File: config.mk
export PLATFORM = sky130hd
export DESIGN_NAME = main_ctrl_fsm
export DESIGN_NICKNAME = d
export VERILOG_FILES = /design/src/rtl/riscv_ctrl_pkg.sv /design/src/rtl/alu_decoder.sv /design/src/rtl/main_ctrl_fsm.sv
export SDC_FILE = /design/constraint.sdc
export NUM_CORES = 1
export LEC_CHECK = 0
export ABC_AREA = 1
export BUFFER_PORTS_ARGS = -buffer_cell sky130_fd_sc_hd__buf_2
export CORE_MARGIN = 5
export CORE_UTILIZATION = 40
export CTS_CLUSTER_DIAMETER = 120
export CTS_CLUSTER_SIZE = 25
export DETAILED_ROUTE_END_ITERATION = 8
export HOLD_SLACK_MARGIN = 0.05
export PLACE_DENSITY_LB_ADDON = 0.25
export SYNTH_ARGS = -nofsm -noshare
export SYNTH_HDL_FRONTEND = slang
export SYNTH_HIERARCHICAL = 1
export SYNTH_SLANG_ARGS = --single-unit
File: constraint.sdc
create_clock -name clk -period 4.3 [get_ports clk]
set_input_delay 1.29 -clock clk [delete_from_list [all_inputs] [get_ports clk]]
set_output_delay 1.29 -clock clk [all_outputs]
set_load 0.01 [all_outputs]
File: src/rtl/riscv_ctrl_pkg.sv
// Shared encodings for the multicycle RV32I control path: opcodes, FSM states,
// ALU codes, mux selects and the per-state control word.
package riscv_ctrl_pkg;

    localparam logic [6:0] OP_LW  = 7'b0000011;
    localparam logic [6:0] OP_SW  = 7'b0100011;
    localparam logic [6:0] OP_R   = 7'b0110011;
    localparam logic [6:0] OP_I   = 7'b0010011;
    localparam logic [6:0] OP_B   = 7'b1100011;
    localparam logic [6:0] OP_JAL = 7'b1101111;
    localparam logic [6:0] OP_LUI = 7'b0110111;

    typedef enum logic [3:0] {
        S_FETCH, S_DECODE, S_MEMADR, S_MEMREAD, S_MEMWB, S_MEMWRITE,
        S_EXEC_R, S_EXEC_I, S_EXEC_U, S_ALUWB, S_BRANCH, S_JAL, S_ILLEGAL
    } state_t;

    localparam logic [2:0] ALU_ADD = 3'b000;
    localparam logic [2:0] ALU_SHL = 3'b001;
    localparam logic [2:0] ALU_SUB = 3'b010;
    localparam logic [2:0] ALU_XOR = 3'b100;
    localparam logic [2:0] ALU_SHR = 3'b101;
    localparam logic [2:0] ALU_OR  = 3'b110;
    localparam logic [2:0] ALU_AND = 3'b111;

    localparam logic [1:0] ALUOP_ADD   = 2'b00;
    localparam logic [1:0] ALUOP_SUB   = 2'b01;
    localparam logic [1:0] ALUOP_FUNCT = 2'b10;

    localparam logic [2:0] IMM_I = 3'b000;
    localparam logic [2:0] IMM_S = 3'b001;
    localparam logic [2:0] IMM_B = 3'b010;
    localparam logic [2:0] IMM_J = 3'b011;
    localparam logic [2:0] IMM_U = 3'b100;

    localparam logic [1:0] SRCA_PC    = 2'b00;
    localparam logic [1:0] SRCA_OLDPC = 2'b01;
    localparam logic [1:0] SRCA_RS1   = 2'b10;
    localparam logic [1:0] SRCA_ZERO  = 2'b11;
    localparam logic [1:0] SRCB_RS2   = 2'b00;
    localparam logic [1:0] SRCB_IMM   = 2'b01;
    localparam logic [1:0] SRCB_FOUR  = 2'b10;
    localparam logic [1:0] RES_ALUOUT = 2'b00;
    localparam logic [1:0] RES_RDATA  = 2'b01;
    localparam logic [1:0] RES_ALU    = 2'b10;

    // Moore control word held in a register alongside the state
    typedef struct packed {
        logic       mem_req;
        logic       mem_write;
        logic       adr_src;
        logic       ir_write;
        logic       pc_update;
        logic       branch;
        logic       reg_write;
        logic       illegal;
        logic [1:0] alu_src_a;
        logic [1:0] alu_src_b;
        logic [1:0] result_src;
        logic [1:0] alu_op;
    } ctrl_t;

    function automatic logic [2:0] imm_sel(input logic [6:0] op);
        case (op)
            OP_SW:   return IMM_S;
            OP_B:    return IMM_B;
            OP_JAL:  return IMM_J;
            OP_LUI:  return IMM_U;
            default: return IMM_I;
        endcase
    endfunction

    // Only beq/bne/blt/bge are supported; unsigned compares are rejected
    function automatic logic branch_legal(input logic [2:0] funct3);
        return (funct3 == 3'b000) || (funct3 == 3'b001) ||
               (funct3 == 3'b100) || (funct3 == 3'b101);
    endfunction

    // Signed compares use the raw sign of rs1-rs2; overflow is not corrected
    function automatic logic branch_taken(input logic [2:0] funct3,
                                          input logic zero, input logic sign);
        case (funct3)
            3'b000:  return zero;
            3'b001:  return ~zero;
            3'b100:  return sign;
            3'b101:  return ~sign;
            default: return 1'b0;
        endcase
    endfunction

endpackage

File: src/rtl/alu_decoder.sv
// Maps alu_op plus instruction function bits to an ALU operation code.
// The illegal flag reports ALU-type funct encodings the core does not implement.
module alu_decoder
    import riscv_ctrl_pkg::*;
(
    input  logic [1:0] i_alu_op,
    input  logic [2:0] i_funct3,
    input  logic       i_funct7b5,
    input  logic       i_op5,
    output logic [2:0] o_alu_control,
    output logic       o_illegal
);

    // Function-field legality is independent of alu_op so DECODE can screen early
    always_comb begin
        o_illegal = 1'b0;
        case (i_funct3)
            3'b010, 3'b011: o_illegal = 1'b1;
            3'b101:         o_illegal = i_funct7b5;
            default:        o_illegal = 1'b0;
        endcase
    end

    // Operation select; SUB only for R-type (op[5]=1) with instr[30] set
    always_comb begin
        o_alu_control = ALU_ADD;
        case (i_alu_op)
            ALUOP_SUB: o_alu_control = ALU_SUB;
            ALUOP_FUNCT: begin
                case (i_funct3)
                    3'b000:  o_alu_control = (i_op5 && i_funct7b5) ? ALU_SUB : ALU_ADD;
                    3'b001:  o_alu_control = ALU_SHL;
                    3'b100:  o_alu_control = ALU_XOR;
                    3'b101:  o_alu_control = ALU_SHR;
                    3'b110:  o_alu_control = ALU_OR;
                    3'b111:  o_alu_control = ALU_AND;
                    default: o_alu_control = ALU_ADD;
                endcase
            end
            default: o_alu_control = ALU_ADD;
        endcase
    end

endmodule

File: src/rtl/main_ctrl_fsm.sv
// Multicycle control FSM for the shared-datapath RV32I core. Moore outputs are
// registered with the state; only the FETCH handshake and branch resolution are
// qualified combinationally, and reset masks every output immediately.
module main_ctrl_fsm
    import riscv_ctrl_pkg::*;
#(
    parameter bit ENABLE_LUI      = 1'b1,
    parameter bit TRAP_ON_ILLEGAL = 1'b1
) (
    input  logic       clk,
    input  logic       rst,
    input  logic [6:0] op,
    input  logic [2:0] funct3,
    input  logic       funct7b5,
    input  logic       zero,
    input  logic       sign,
    input  logic       mem_ready,
    output logic       mem_req,
    output logic       mem_write,
    output logic       adr_src,
    output logic       ir_write,
    output logic       pc_write,
    output logic       reg_write,
    output logic [1:0] alu_src_a,
    output logic [1:0] alu_src_b,
    output logic [1:0] result_src,
    output logic [2:0] imm_src,
    output logic [2:0] alu_control,
    output logic       illegal_instr
);

    state_t     r_state;
    state_t     w_next;
    ctrl_t      r_ctrl;
    logic [2:0] w_alu_control;
    logic       w_funct_illegal;
    logic       w_run;
    logic       w_taken;

    alu_decoder u_alu_decoder (
        .i_alu_op      (r_ctrl.alu_op),
        .i_funct3      (funct3),
        .i_funct7b5    (funct7b5),
        .i_op5         (op[5]),
        .o_alu_control (w_alu_control),
        .o_illegal     (w_funct_illegal)
    );

    function automatic ctrl_t moore_out(input state_t s);
        ctrl_t c;
        c = '0;
        case (s)
            S_FETCH:    begin c.mem_req = 1'b1; c.ir_write = 1'b1; c.pc_update = 1'b1;
                              c.alu_src_b = SRCB_FOUR; c.result_src = RES_ALU; end
            S_DECODE:   begin c.alu_src_a = SRCA_OLDPC; c.alu_src_b = SRCB_IMM; end
            S_MEMADR:   begin c.alu_src_a = SRCA_RS1; c.alu_src_b = SRCB_IMM; end
            S_MEMREAD:  begin c.mem_req = 1'b1; c.adr_src = 1'b1; end
            S_MEMWB:    begin c.result_src = RES_RDATA; c.reg_write = 1'b1; end
            S_MEMWRITE: begin c.mem_req = 1'b1; c.mem_write = 1'b1; c.adr_src = 1'b1; end
            S_EXEC_R:   begin c.alu_src_a = SRCA_RS1; c.alu_src_b = SRCB_RS2;
                              c.alu_op = ALUOP_FUNCT; end
            S_EXEC_I:   begin c.alu_src_a = SRCA_RS1; c.alu_src_b = SRCB_IMM;
                              c.alu_op = ALUOP_FUNCT; end
            S_EXEC_U:   begin c.alu_src_a = SRCA_ZERO; c.alu_src_b = SRCB_IMM; end
            S_ALUWB:    begin c.result_src = RES_ALUOUT; c.reg_write = 1'b1; end
            S_BRANCH:   begin c.alu_src_a = SRCA_RS1; c.alu_src_b = SRCB_RS2;
                              c.alu_op = ALUOP_SUB; c.branch = 1'b1; end
            S_JAL:      begin c.alu_src_a = SRCA_OLDPC; c.alu_src_b = SRCB_FOUR;
                              c.pc_update = 1'b1; end
            S_ILLEGAL:  begin c.illegal = TRAP_ON_ILLEGAL; end
            default:    c = '0;
        endcase
        return c;
    endfunction

    // Next-state selection, including opcode/funct screening in DECODE
    always_comb begin
        w_next = r_state;
        case (r_state)
            S_FETCH:    if (mem_ready) w_next = S_DECODE;
            S_DECODE: begin
                case (op)
                    OP_LW, OP_SW: w_next = S_MEMADR;
                    OP_R:         w_next = w_funct_illegal ? S_ILLEGAL : S_EXEC_R;
                    OP_I:         w_next = w_funct_illegal ? S_ILLEGAL : S_EXEC_I;
                    OP_B:         w_next = branch_legal(funct3) ? S_BRANCH : S_ILLEGAL;
                    OP_JAL:       w_next = S_JAL;
                    OP_LUI:       w_next = ENABLE_LUI ? S_EXEC_U : S_ILLEGAL;
                    default:      w_next = S_ILLEGAL;
                endcase
            end
            S_MEMADR:   w_next = (op == OP_SW) ? S_MEMWRITE : S_MEMREAD;
            S_MEMREAD:  if (mem_ready) w_next = S_MEMWB;
            S_MEMWRITE: if (mem_ready) w_next = S_FETCH;
            S_EXEC_R, S_EXEC_I, S_EXEC_U, S_JAL: w_next = S_ALUWB;
            default:    w_next = S_FETCH;
        endcase
    end

    // State and its registered Moore control word
    always_ff @(posedge clk) begin
        if (rst) begin
            r_state <= S_FETCH;
            r_ctrl  <= moore_out(S_FETCH);
        end else begin
            r_state <= w_next;
            r_ctrl  <= moore_out(w_next);
        end
    end

    assign w_run   = ~rst;
    assign w_taken = branch_taken(funct3, zero, sign);

    // FETCH is the only state with both pc_update and mem_req, so the
    // mem_ready qualification applies there and JAL's PC load stays unconditional.
    assign pc_write      = w_run & ((r_ctrl.pc_update & (mem_ready | ~r_ctrl.mem_req)) |
                                    (r_ctrl.branch & w_taken));
    assign ir_write      = w_run & r_ctrl.ir_write & mem_ready;
    assign mem_req       = w_run & r_ctrl.mem_req;
    assign mem_write     = w_run & r_ctrl.mem_write;
    assign adr_src       = w_run & r_ctrl.adr_src;
    assign reg_write     = w_run & r_ctrl.reg_write;
    assign illegal_instr = w_run & r_ctrl.illegal;
    assign alu_src_a     = w_run ? r_ctrl.alu_src_a  : 2'b00;
    assign alu_src_b     = w_run ? r_ctrl.alu_src_b  : 2'b00;
    assign result_src    = w_run ? r_ctrl.result_src : 2'b00;
    assign imm_src       = w_run ? imm_sel(op)       : 3'b000;
    assign alu_control   = w_run ? w_alu_control     : 3'b000;

endmodule
==> metrics.md <==
| Metric | Value |
|---|---|
| Area growth from synthesis to layout | `18.5%` |
| Remaining DRCs | `0` |
| Syn nets | `around 230` |
| Final period utilization | `0.804` |
| Post-Syn Area | `roughly 1300 um2` |
| Critical Path Start Type | `input port` |
| Die area | `4500 um2` |
| Final setup viols | `0` |
| Prevailing post-synth register cell | `dfxtp_1` |
| Clock root buffer | `clkbuf_4` |
| Clk_skew | `0.000626 ns` |
| Layout cells sized above 1 | `0.261` |
| Post-DP HPWL | `approximately 2300 um` |
| Critical Path End Type | `primary output` |
| Number of buffers created by CTS | `3` |
| Initial DRC Count | `40` |
| Number of global-route vias before repair | `1155` |
| Post-synth top area cell | `dfxtp_1` |
| First-pass GRT wire length | `~4700 um` |
| Largest net degree at the start of global routing | `32` |
| Sequential share of the synthesized area | `0.292` |
| Total grt overflow | `0` |
| Hold Vio Cnt, Final | `0` |
| Die height | `around 67 um` |
| Synth top cells by count | `41 x nand2_1, 40 x nor2_1, 39 x inv_1, 19 x dfxtp_1, 12 x nand3_1` |
| Row count | `20` |
| DRT Pass-1 Iters | `4` |
| Dpl ws | `about 0.86 ns` |
| Global-route usage over all layers | `0.135` |
| Crit Path Category | `input port to primary output` |
| Pleak | `between 0.8 and 0.9 nW` |
| HP Class | `flop to flop` |
| IO buf count | `34` |
| Diode count | `0` |
| CTS H-Tree Depth | `1` |
| Maximum vdd drop | `0.000171 V` |
| Final core occ | `0.502` |
| Max Root-Sink Buffers | `2` |
| Reg clk slew, reported paths | `roughly 0.10 ns` |
| Cell variety after synth | `30` |
| Die X | `67.1 um` |
| Count leader, synth | `nand2_1` |
| TritonCTS clock tree | `built` |
| Setup Total Neg Slack | `0 ns` |
| Pwr Density | `265 nW/um2` |
| I/O pins | `35` |
| Synth Register Bits | `19` |
| Clk sinks | `19` |
| Core Area | `around 3100 um2` |
| Warnings, synthesis | `6` |
| Max Fclk | `a little under 300 MHz` |
| Routed Antenna Nets | `0` |
| Min cycle time layout | `~3.5 ns` |
| Worst slew pin tran | `~0.54 ns` |
| Crit path DAT | `between 2 and 2.5 ns` |
| Final WS setup | `roughly 0.84 ns` |
| Total setup buffers inserted after CTS | `0` |
| # Max-Cap Violations | `0` |
| Post_cts resized | `0` |
| Post-synth EDFFs | `0` |
| Gp weighted congestion | `0.852` |
| Via Count | `around 1300` |
| Ranking of synthesized cells by area | `dfxtp_1 29%, nand2_1 12%, nor2_1 12%` |
| Routed vias/inst | `about 4.4` |
| Req. time, crit path | `~3 ns` |
| Outcome | `complete, no violations` |
| RSZ-0062 raised after global routing | `no` |
| Max-slew headroom | `0.640` |
| Initial antenna violation count | `0` |
| Post-synth ARST share | `0` |
| Synth Instances | `about 210` |
| DR WL/cell | `9.41 um` |
| Yosys top cell area share | `0.292` |
| Hold buffer count at CTS | `0` |
| Avg Cell Area, Syn | `approximately 6.1 um2` |
| Fin. max-slew vios | `0` |
| Layout Nets | `268` |
| Initial Util | `0.423` |
| Worst-path maximum fanout | `4` |
| Clock latency on the worst-skew pair | `around 0.30 ns` |
| WL final | `approximately 2800 um` |
[power breakdown]
part | internal (W) | switching (W)
clock | 0.0000347 | 0.0000546
combinational | 0.0000427 | 0.0000773
sequential | 0.000193 | 0.00000647
[layer usage]
metal | routed length, um | up-vias | GRT usage
met1 | 1340 | 550 | 0.178
met5 | 0 | - | 0
met2 | 1250 | 25 | 0.222
li1 | - | 723 | -
met4 | 22 | 0 | 0.0304
met3 | 148 | 4 | 0.0304
[cell usage in the layout (no fill, tap or decap), types with 3 or more instances in the layout]
cell type and n:
nor3_1 3, a21oi_2 3, dfxtp_1 19, inv_1 39, inv_2 5, a21oi_1 10, nor2_1 40, clkbuf_4 3
nand3_1 12, nand3_2 3, nand2_1 41, nand4_1 5, and3_1 3, buf_2 34, nor2_2 4, nand2_2 5
[stage by stage]
step	hold WS (ns)	instances	power, W	instance area (um2)
6_report	0.693	293	0.000409	1540
5_1_grt	0.811	293	0.000443	1540
4_1_cts	0.698	293	0.000412	1540
3_5_place_dp	0.674	289	0.000325	1520
3_3_place_gp	0.671	289	0.000324	1520
2_1_floorplan	0.628	214	0.000289	1300
[cell type report]
type,instances,area [um2]
Fill cell,348,1530
Multi-Input combinational cell,147,742
Sequential cell,19,380
Timing Repair Buffer,34,170
Inverter,45,169
Tap cell,44,55.1
Clock buffer,3,22.5
Clock inverter,1,5.00
[cells by family (layout without fill, tap and decap cells)]
logic type,count (synthesis),after routing,share of synthesized area
flops,19,19,0.292
compound gates,19,19,0.0913
simple gates,125,125,0.451
fa+ha+maj,2,2,0.0192
mux,1,1,0.00769
buf+inv,48,83,0.138
[flip-flops by register name, summed over array words and instances (netlist names)]
name     cells
r_state      4
r_ctrl      15
[final timing paths]
kind               from          to  slack (ns)  cells past startpoint
max               op[2]  imm_src[0]        0.84                      7
min          r_state[2]   r_ctrl[9]        0.69                      3
max reg2reg  r_state[1]   r_ctrl[5]        2.63                     10
min reg2reg  r_state[2]   r_ctrl[9]        0.69                      3
[critical path: stages]
cell and delay, ns:
buf_2 0.12, nor2_1 0.19, nand2_1 0.12, nor2_4 0.12
nand2_2 0.07, a21oi_1 0.11, buf_2 0.15
Power figures use the tool's default switching activity.
